File: config.mk
export PLATFORM = sky130hd
export DESIGN_NAME = cw_trig_capture
export DESIGN_NICKNAME = d
export VERILOG_FILES = /design/src/rtl/cw_trig_capture.sv
export SDC_FILE = /design/constraint.sdc
export NUM_CORES = 1
export LEC_CHECK = 0
export CORE_UTILIZATION = 45
export DETAILED_ROUTE_END_ITERATION = 8
export PLACE_DENSITY_LB_ADDON = 0.25
export SLEW_MARGIN = 30
export SYNTH_ARGS = -nofsm -noshare
export SYNTH_HDL_FRONTEND = slang
export SYNTH_SLANG_ARGS = --single-unit
File: constraint.sdc
create_clock -name trig_clk -period 2.6 [get_ports trig_clk]
set_input_delay 0.52 -clock trig_clk [delete_from_list [all_inputs] [get_ports trig_clk]]
set_output_delay 0.52 -clock trig_clk [all_outputs]
set_load 0.01 [all_outputs]
File: src/rtl/cw_trig_capture.sv
// Trigger-and-capture engine for the on-chip signal watcher.
// Probe buses are registered twice (s1 = current, s2 = previous). Each bus is
// compared according to its own mode, the per-bus results are combined by
// AND or OR, and a small FSM streams samples into a circular sample RAM.
// The FSM keeps pc samples before the trigger and DEPTH-1-pc samples after it.
//
// Handshake: this block has no valid/ready pairs. arm and abort are single-cycle
// pulses sampled on trig_clk; abort wins over arm. A RAM write happens in every
// cycle where wt_en is high, at wt_addr with wt_data.
module cw_trig_capture #(
  parameter int BUS_NUM   = 2,
  parameter int BUS_WIDTH = 10,
  parameter int ADDR_W    = 10
) (
  input  logic                           trig_clk,
  input  logic                           jrstn,
  input  logic                           arm,
  input  logic                           abort,
  input  logic [BUS_NUM*BUS_WIDTH-1:0]   bus_din,
  input  logic [BUS_NUM*BUS_WIDTH-1:0]   cmp_val,
  input  logic [BUS_NUM*BUS_WIDTH-1:0]   cmp_mask,
  input  logic [BUS_NUM*3-1:0]           cmp_mode,
  input  logic                           comb_or,
  input  logic [ADDR_W-1:0]              pre_cnt,
  output logic                           wt_ce,
  output logic                           wt_en,
  output logic [ADDR_W-1:0]              wt_addr,
  output logic [BUS_NUM*BUS_WIDTH-1:0]   wt_data,
  output logic [ADDR_W-1:0]              trig_addr,
  output logic                           triggered,
  output logic                           busy,
  output logic                           done
);

  localparam int DW = BUS_NUM * BUS_WIDTH;
  localparam logic [ADDR_W-1:0] LAST = '1;   // DEPTH-1
  localparam logic [ADDR_W-1:0] ONE  = ADDR_W'(1);

  // State is kept in a named register so checkers can bind to it directly.
  typedef enum logic [2:0] {IDLE, PRE, WAIT, POST, DONE} state_t;
  state_t state;

  logic [DW-1:0]      s1;
  logic [DW-1:0]      s2;
  logic [ADDR_W-1:0]  addr;
  logic [ADDR_W-1:0]  post;
  logic               first_smp;   // s2 does not yet hold a sample from this capture
  logic [BUS_NUM-1:0] bus_hit;
  logic               trig_hit;
  logic               writing;

  // pre_cnt is ADDR_W bits wide, so it can never exceed DEPTH-1; the clamp
  // min(pre_cnt, DEPTH-1) is therefore the value itself.

  for (genvar k = 0; k < BUS_NUM; k++) begin : g_bus
    logic [BUS_WIDTH-1:0] cur;
    logic [BUS_WIDTH-1:0] prev;
    logic [BUS_WIDTH-1:0] val;
    logic [BUS_WIDTH-1:0] msk;
    logic                 eq_cur;
    logic                 eq_prev;
    logic                 chg;
    logic                 hit;

    assign cur     = s1[k*BUS_WIDTH +: BUS_WIDTH];
    assign prev    = s2[k*BUS_WIDTH +: BUS_WIDTH];
    assign val     = cmp_val[k*BUS_WIDTH +: BUS_WIDTH];
    assign msk     = cmp_mask[k*BUS_WIDTH +: BUS_WIDTH];
    assign eq_cur  = ((cur ^ val) & msk) == '0;
    assign eq_prev = ((prev ^ val) & msk) == '0;
    assign chg     = ((cur ^ prev) & msk) != '0;

    // Per-bus match; history-based modes are suppressed until a previous sample exists.
    always_comb begin
      hit = 1'b0;
      case (cmp_mode[k*3 +: 3])
        3'd0:    hit = eq_cur;
        3'd1:    hit = !eq_cur;
        3'd2:    hit = !first_smp && eq_cur && !eq_prev;
        3'd3:    hit = !first_smp && chg;
        3'd4:    hit = !comb_or;
        default: hit = 1'b0;
      endcase
    end

    assign bus_hit[k] = hit;
  end

  assign trig_hit = comb_or ? (|bus_hit) : (&bus_hit);
  assign writing  = (state == PRE) || (state == WAIT) || (state == POST);

  // Probe pipeline, RAM write port and capture FSM.
  always_ff @(posedge trig_clk or negedge jrstn) begin
    if (!jrstn) begin
      state     <= IDLE;
      s1        <= '0;
      s2        <= '0;
      addr      <= '0;
      post      <= '0;
      first_smp <= 1'b0;
      wt_ce     <= 1'b0;
      wt_en     <= 1'b0;
      wt_addr   <= '0;
      wt_data   <= '0;
      trig_addr <= '0;
      triggered <= 1'b0;
      busy      <= 1'b0;
      done      <= 1'b0;
    end else begin
      s1    <= bus_din;
      s2    <= s1;
      wt_ce <= 1'b0;
      wt_en <= 1'b0;

      if (abort) begin
        state     <= IDLE;
        busy      <= 1'b0;
        triggered <= 1'b0;
        done      <= 1'b0;
      end else begin
        if (writing) begin
          wt_ce     <= 1'b1;
          wt_en     <= 1'b1;
          wt_addr   <= addr;
          wt_data   <= s1;
          addr      <= addr + ONE;
          first_smp <= 1'b0;
        end

        case (state)
          IDLE, DONE: begin
            if (arm) begin
              addr      <= '0;
              triggered <= 1'b0;
              done      <= 1'b0;
              busy      <= 1'b1;
              first_smp <= 1'b1;
              state     <= (pre_cnt != '0) ? PRE : WAIT;
            end
          end
          PRE: begin
            if (addr == pre_cnt - ONE) state <= WAIT;
          end
          WAIT: begin
            if (trig_hit) begin
              trig_addr <= addr;
              triggered <= 1'b1;
              post      <= LAST - pre_cnt;
              if (pre_cnt == LAST) begin
                state <= DONE;
                busy  <= 1'b0;
                done  <= 1'b1;
              end else begin
                state <= POST;
              end
            end
          end
          POST: begin
            post <= post - ONE;
            if (post == ONE) begin
              state <= DONE;
              busy  <= 1'b0;
              done  <= 1'b1;
            end
          end
          default: state <= IDLE;
        endcase
      end
    end
  end

endmodule

# Word-level counts from Yosys, hierarchy flattened
# Cells that the tools add are included.
[totals]
ff_bits = 108
out_inout_bits = 45
input_bits = 81
elab_cells = 123
[classes]
addsub = 4
eq_ne = 21
bitwise = 13
n_mux = 36
reduce_logical = 36
[ops]
columns = ["op", "n"]
rows = [
  ["$and A10 B10 Y10", 6],
  ["$xor A10 B10 Y10", 6],
  ["$logic_not A10 Y1", 4],
  ["$mux W10", 4],
  ["$reduce_bool A10 Y1", 3],
  ["$pmux W10 S2", 1],
  ["$sub A10 B1 Y10 const B", 2],
  ["$eq A3 B2 Y1 const B", 6],
  ["$mux W1", 18],
  ["$mux W3", 6],
  ["$pmux W3 S4", 1],
  ["$add A10 B1 Y10 const B", 1],
  ["$eq A10 B1 Y1 const B", 1],
  ["$eq A10 B10 Y1", 1],
  ["$eq A10 B10 Y1 const B", 1],
  ["$pmux W1 S5", 2],
  ["$sub A10 B10 Y10 const A", 1],
  ["$eq A3 B1 Y1 const B", 3],
  ["$eq A3 B3 Y1 const B", 3],
  ["$logic_not A3 Y1", 3],
  ["$ne A3 B2 Y1 const B", 3],
  ["$reduce_and A3 Y1", 3],
  ["$logic_and A1 B1 Y1", 6],
  ["$logic_not A1 Y1", 6],
  ["other kinds (14)", 19],
]

# Logic depth before layout (Yosys ltp)
[logic_depth]
word_depth = 11
depth_mapped = 10
depth_no_buf = 10

# Least setup slack after synthesis
# No wires, ideal clock.
[synth_path]
kind = "input port to flip-flop"
start = "input pre_cnt[0]"
end = "register state[1]"
t_arrival_ps = 2399
n_path_buf = 0
setup_ps = 126
path_stages = 9
slack_ps = 75
required_time_ps = 2474
path_cell_list = "inv_1 ha_1 or3b_4 nor3_1 or4b_2 nand2_1 a31oi_1 a211o_1 o32a_1"
[synth_via]
elab_chain_cells = 5
word_cells_on_any_way = 12
cone_classes = "1 x add/sub; 3 x eq/ne; 6 x mux; 2 x reduce/logical"
[synth_rtl]
columns = ["item", "line_no", "source"]
rows = [
  ["start: declaration", "24", "input logic [ADDR_W-1:0] pre_cnt,"],
  ["branches (longest 5 deep; another with $sub A10 B1 Y10)", "--", ""],
  ["end signal: assignment", "138", "state <= (pre_cnt != '0) ? PRE : WAIT;"],
  ["end: declaration", "41", "state_t state;"],
]
# Several ways; the timed one is not identified. The select of a mux whose other input is x is not followed.
# A chain may end at the register's enable or synchronous reset.

# Worst setup path after layout
[layout_path]
start = "input cmp_mask[17]"
end = "register post[4]"
[layout_via]
elab_chain_cells = 9
word_cells_on_any_way = 17
cone_classes = "1 x eq/ne; 2 x mux; 3 x bitwise; 11 x reduce/logical"
[layout_rtl]
columns = ["item", "line_no", "source"]
rows = [
  ["start: declaration", "21", "input logic [BUS_NUM*BUS_WIDTH-1:0] cmp_mask,"],
  ["$and A10 B10 Y10 (on tied branches)", "69, 70", ""],
  ["$logic_not A10 Y1 (on tied branches)", "69, 70", ""],
  ["$logic_and A1 B1 Y1 or $logic_not A1 Y1 (tied branches)", "79", "3'd2: hit = !first_smp && eq_cur && !eq_prev;"],
  ["$logic_and A1 B1 Y1", "79", ""],
  ["$pmux W1 S5 (*)", "76", "case (cmp_mode[k*3 +: 3])"],
  ["$reduce_and A2 Y1 or $reduce_or A2 Y1 (tied branches)", "89", "assign trig_hit = comb_or ? (|bus_hit) : (&bus_hit);"],
  ["$mux W1 (*)", "89", ""],
  ["$ne A2 B2 Y1 (no line) (*)", "--", ""],
  ["$reduce_and A3 Y1 (no line) (*)", "--", ""],
  ["end signal: assignment", "148", "post <= LAST - pre_cnt;"],
  ["end signal: assignment", "159", "post <= post - ONE;"],
  ["end: declaration", "46", "logic [ADDR_W-1:0] post;"],
]
# Mark *: on every way between the ends. The rest lies on a longest branch, timed or not.

==> reports/results.tsv <==
metric	value	unit
outcome	finished clean	
Hold Slack	0.134	ns
VDD IR-drop max	0.000600	V
setup TNS	0	ns
R2R Path Start	s1[18]	
Tot GR Track Use	0.225	
FP Rows	40	
Area after DPL	7290	µm²
Starting Density	0.460	
Worst setup SP type	input port	
drt drc	0	
clock power share	0.237	
Async S/R FF share, synth	1.00	
final cell count without fillers	808	
internal power	4000	µW
Post-synth EDFFs	0	
number of synthesis warnings	0	
Slew Limit Headroom	0.451	
Hold Path Class	in -> async	
Synth Cell Area	5530	µm²
I/O pins	126	
cts bufs inserted	9	
Slew @ Worst Pin	0.816	ns
die width	113	µm
syn_area_per_cell	11.5	µm²
cell count of the worst reg-to-reg path	10	
Critical Path Sink Type	flop	
Final Hold Fails	0	
largest net degree at the start of global routing	45	
critical path class	in -> reg	
CTS tree	done	
hold buffers post-CTS	0	
Chip Height	113	µm
final std cell area, no fill	7770	µm²
flops & latches, synth	108	
Net Sw Frac	0.322	
layout cells sized above 1	0.220	
crit path launch	cmp_mask[17]	
die area	12700	µm²
Reg clk slew, reported paths	0.07	ns
Final Cycle Share	0.985	
antenna violations before repair	1	
routability cong.	0.890	
Leakage	0.00350	µW
DPL Wire Length	10200	µm
CTS Buffer Depth	2	
post-synthesis cell type count	70	
placed cells	785	
wire per inst	16.9	µm
Crit Path Max Fanout	7	
Core Region	12000	µm²
CTS H-tree lvls	3	
setup ws final	0.0389	ns
Layout area overhead	40.7	%
sequential share of power	0.400	
Via density	5.53	
vias in the first global route	4611	
maxcap violations	0	
Post-Syn Nets	568	
combinational power share	0.363	
first-pass GRT wire length	22500	µm
ys flop type	dfrtp_1	
Pins Over Slew Limit	0	
Seq/Total Area, Yosys	0.489	
reg2reg setup slack	0.07	ns
first-pass iteration count of the detailed router	4	
pwr/cell area	760	nW/µm²
Fillers	934	
pre-CTS WS	-0.503	ns
Req. time, crit path	2.84	ns
routed wire length	13700	µm
critical path arrival	2.80	ns
Final setup viols	0	
FF-to-FF End	post[4]	
min Tclk post-route	2.56	ns
skew final	0.0106	ns
worst-skew pair later-pin latency	0.35	ns
aggregate global routing overflow	0	
vias	4472	
port buffer count	125	
ANT nets after route	0	
P_sw	1910	µW
Final Net Count	741	
initial drt markers	204	
Post-Synthesis Cells	482	
Clock Sinks	108	
Root Driver	clkbuf_16	
Max Freq	0.390	GHz
Yosys cell counts (all sizes together), types with 10 or more instances:
library cell / number / area [µm²]
xnor2: 10 / 87.6
clkbuf: 13 / 48.8
xor2: 69 / 604
dfrtp: 108 / 2700
nor2: 33 / 124
a21oi: 11 / 55.1
nand3: 11 / 55.1
a22oi: 17 / 128
o21ai: 15 / 86.3
mux2: 42 / 507
nor3: 20 / 116
nand2: 19 / 73.8
through the flow:
step           power (µW)  utilization
6_report             5910        0.647
5_1_grt              6250        0.647
4_1_cts              5930        0.636
3_5_place_dp         4500        0.607
3_3_place_gp         4440        0.607
2_1_floorplan        3480            -
cell type report:
type                            count  area, µm²  area share
Antenna cell                        1       2.50    0.000322
Clock inverter                      7       85.1      0.0109
Multi-Input combinational cell    347       2780       0.358
Inverter                            7       26.3     0.00338
Tap cell                          147        184      0.0237
Timing Repair Buffer              182       1770       0.227
Clock buffer                        9        225      0.0290
Sequential cell                   108       2700       0.348
cell usage in the layout, fill, tap and decap left out, types with 12 or more instances in the layout:
master / n
clkdlybuf4s50_1: 97
buf_4: 53
dfrtp_1: 107
o21ai_0: 12
dlymetal6s2s_1: 19
xor2_1: 69
nand2_1: 18
mux2_2: 32
a22oi_1: 16
nor2_1: 32
nor3_1: 15
registers in the layout, summed over array words and instances (netlist names):
name and flops:
triggered 1, post 10, addr 10, state 3, s2 20, busy 1, wt_data 20, trig_addr 10
done 1, first_smp 1, s1 20, wt_en 1, wt_addr 10
power groups by stage:
stage | sequential (µW) | combinational, µW | clock, µW
after global routing | 2420 | 2320 | 1510
after global placement | 2370 | 2070 | 0
after floorplan | 2400 | 1080 | 0
final | 2360 | 2150 | 1400
after CTS | 2370 | 2130 | 1430
after detailed placement | 2390 | 2110 | 0
logic make-up after synthesis:
| group | synth area share |
|---|---|
| and+or+nand+nor | 0.126 |
| AOI/OAI and AO/OA | 0.127 |
| DFF | 0.489 |
| buffers and inverters | 0.0247 |
| muxes | 0.0953 |
| adders and majority gates | 0.0134 |
| xor gates and xnor gates | 0.125 |
worst max-delay path: stages:
cell             delay [ns]
clkdlybuf4s50_1        0.46
a22o_1                 0.29
buf_4                  0.15
nor4_4                 0.31
nor4_4                 0.08
maj3_2                 0.36
buf_12                 0.16
or2_4                  0.23
a32o_1                 0.24
worst max-delay path by stage:
stage	end
4_1_cts	post[6]
6_report	post[4]
2_1_floorplan	state[1]
3_3_place_gp	state[1]
5_1_grt	post[6]
3_5_place_dp	state[1]
layer usage:
| metal | global-route usage | wire length [µm] | vias to the layer above |
|---|---|---|---|
| met5 | 0 | 0 | - |
| met4 | 0.0764 | 221 | 0 |
| met3 | 0.0578 | 895 | 18 |
| met2 | 0.384 | 7000 | 150 |
| met1 | 0.277 | 5550 | 2184 |
| li1 | - | - | 2120 |
repair_timing:
item                                    in CTS  in global routing
setup buffers                                2                  4
endpoints found under the setup margin      17                 21
gates resized for setup                     17                 29
pin swaps                                   14                 18
Note: power is estimated with default switching activity, not from simulation.
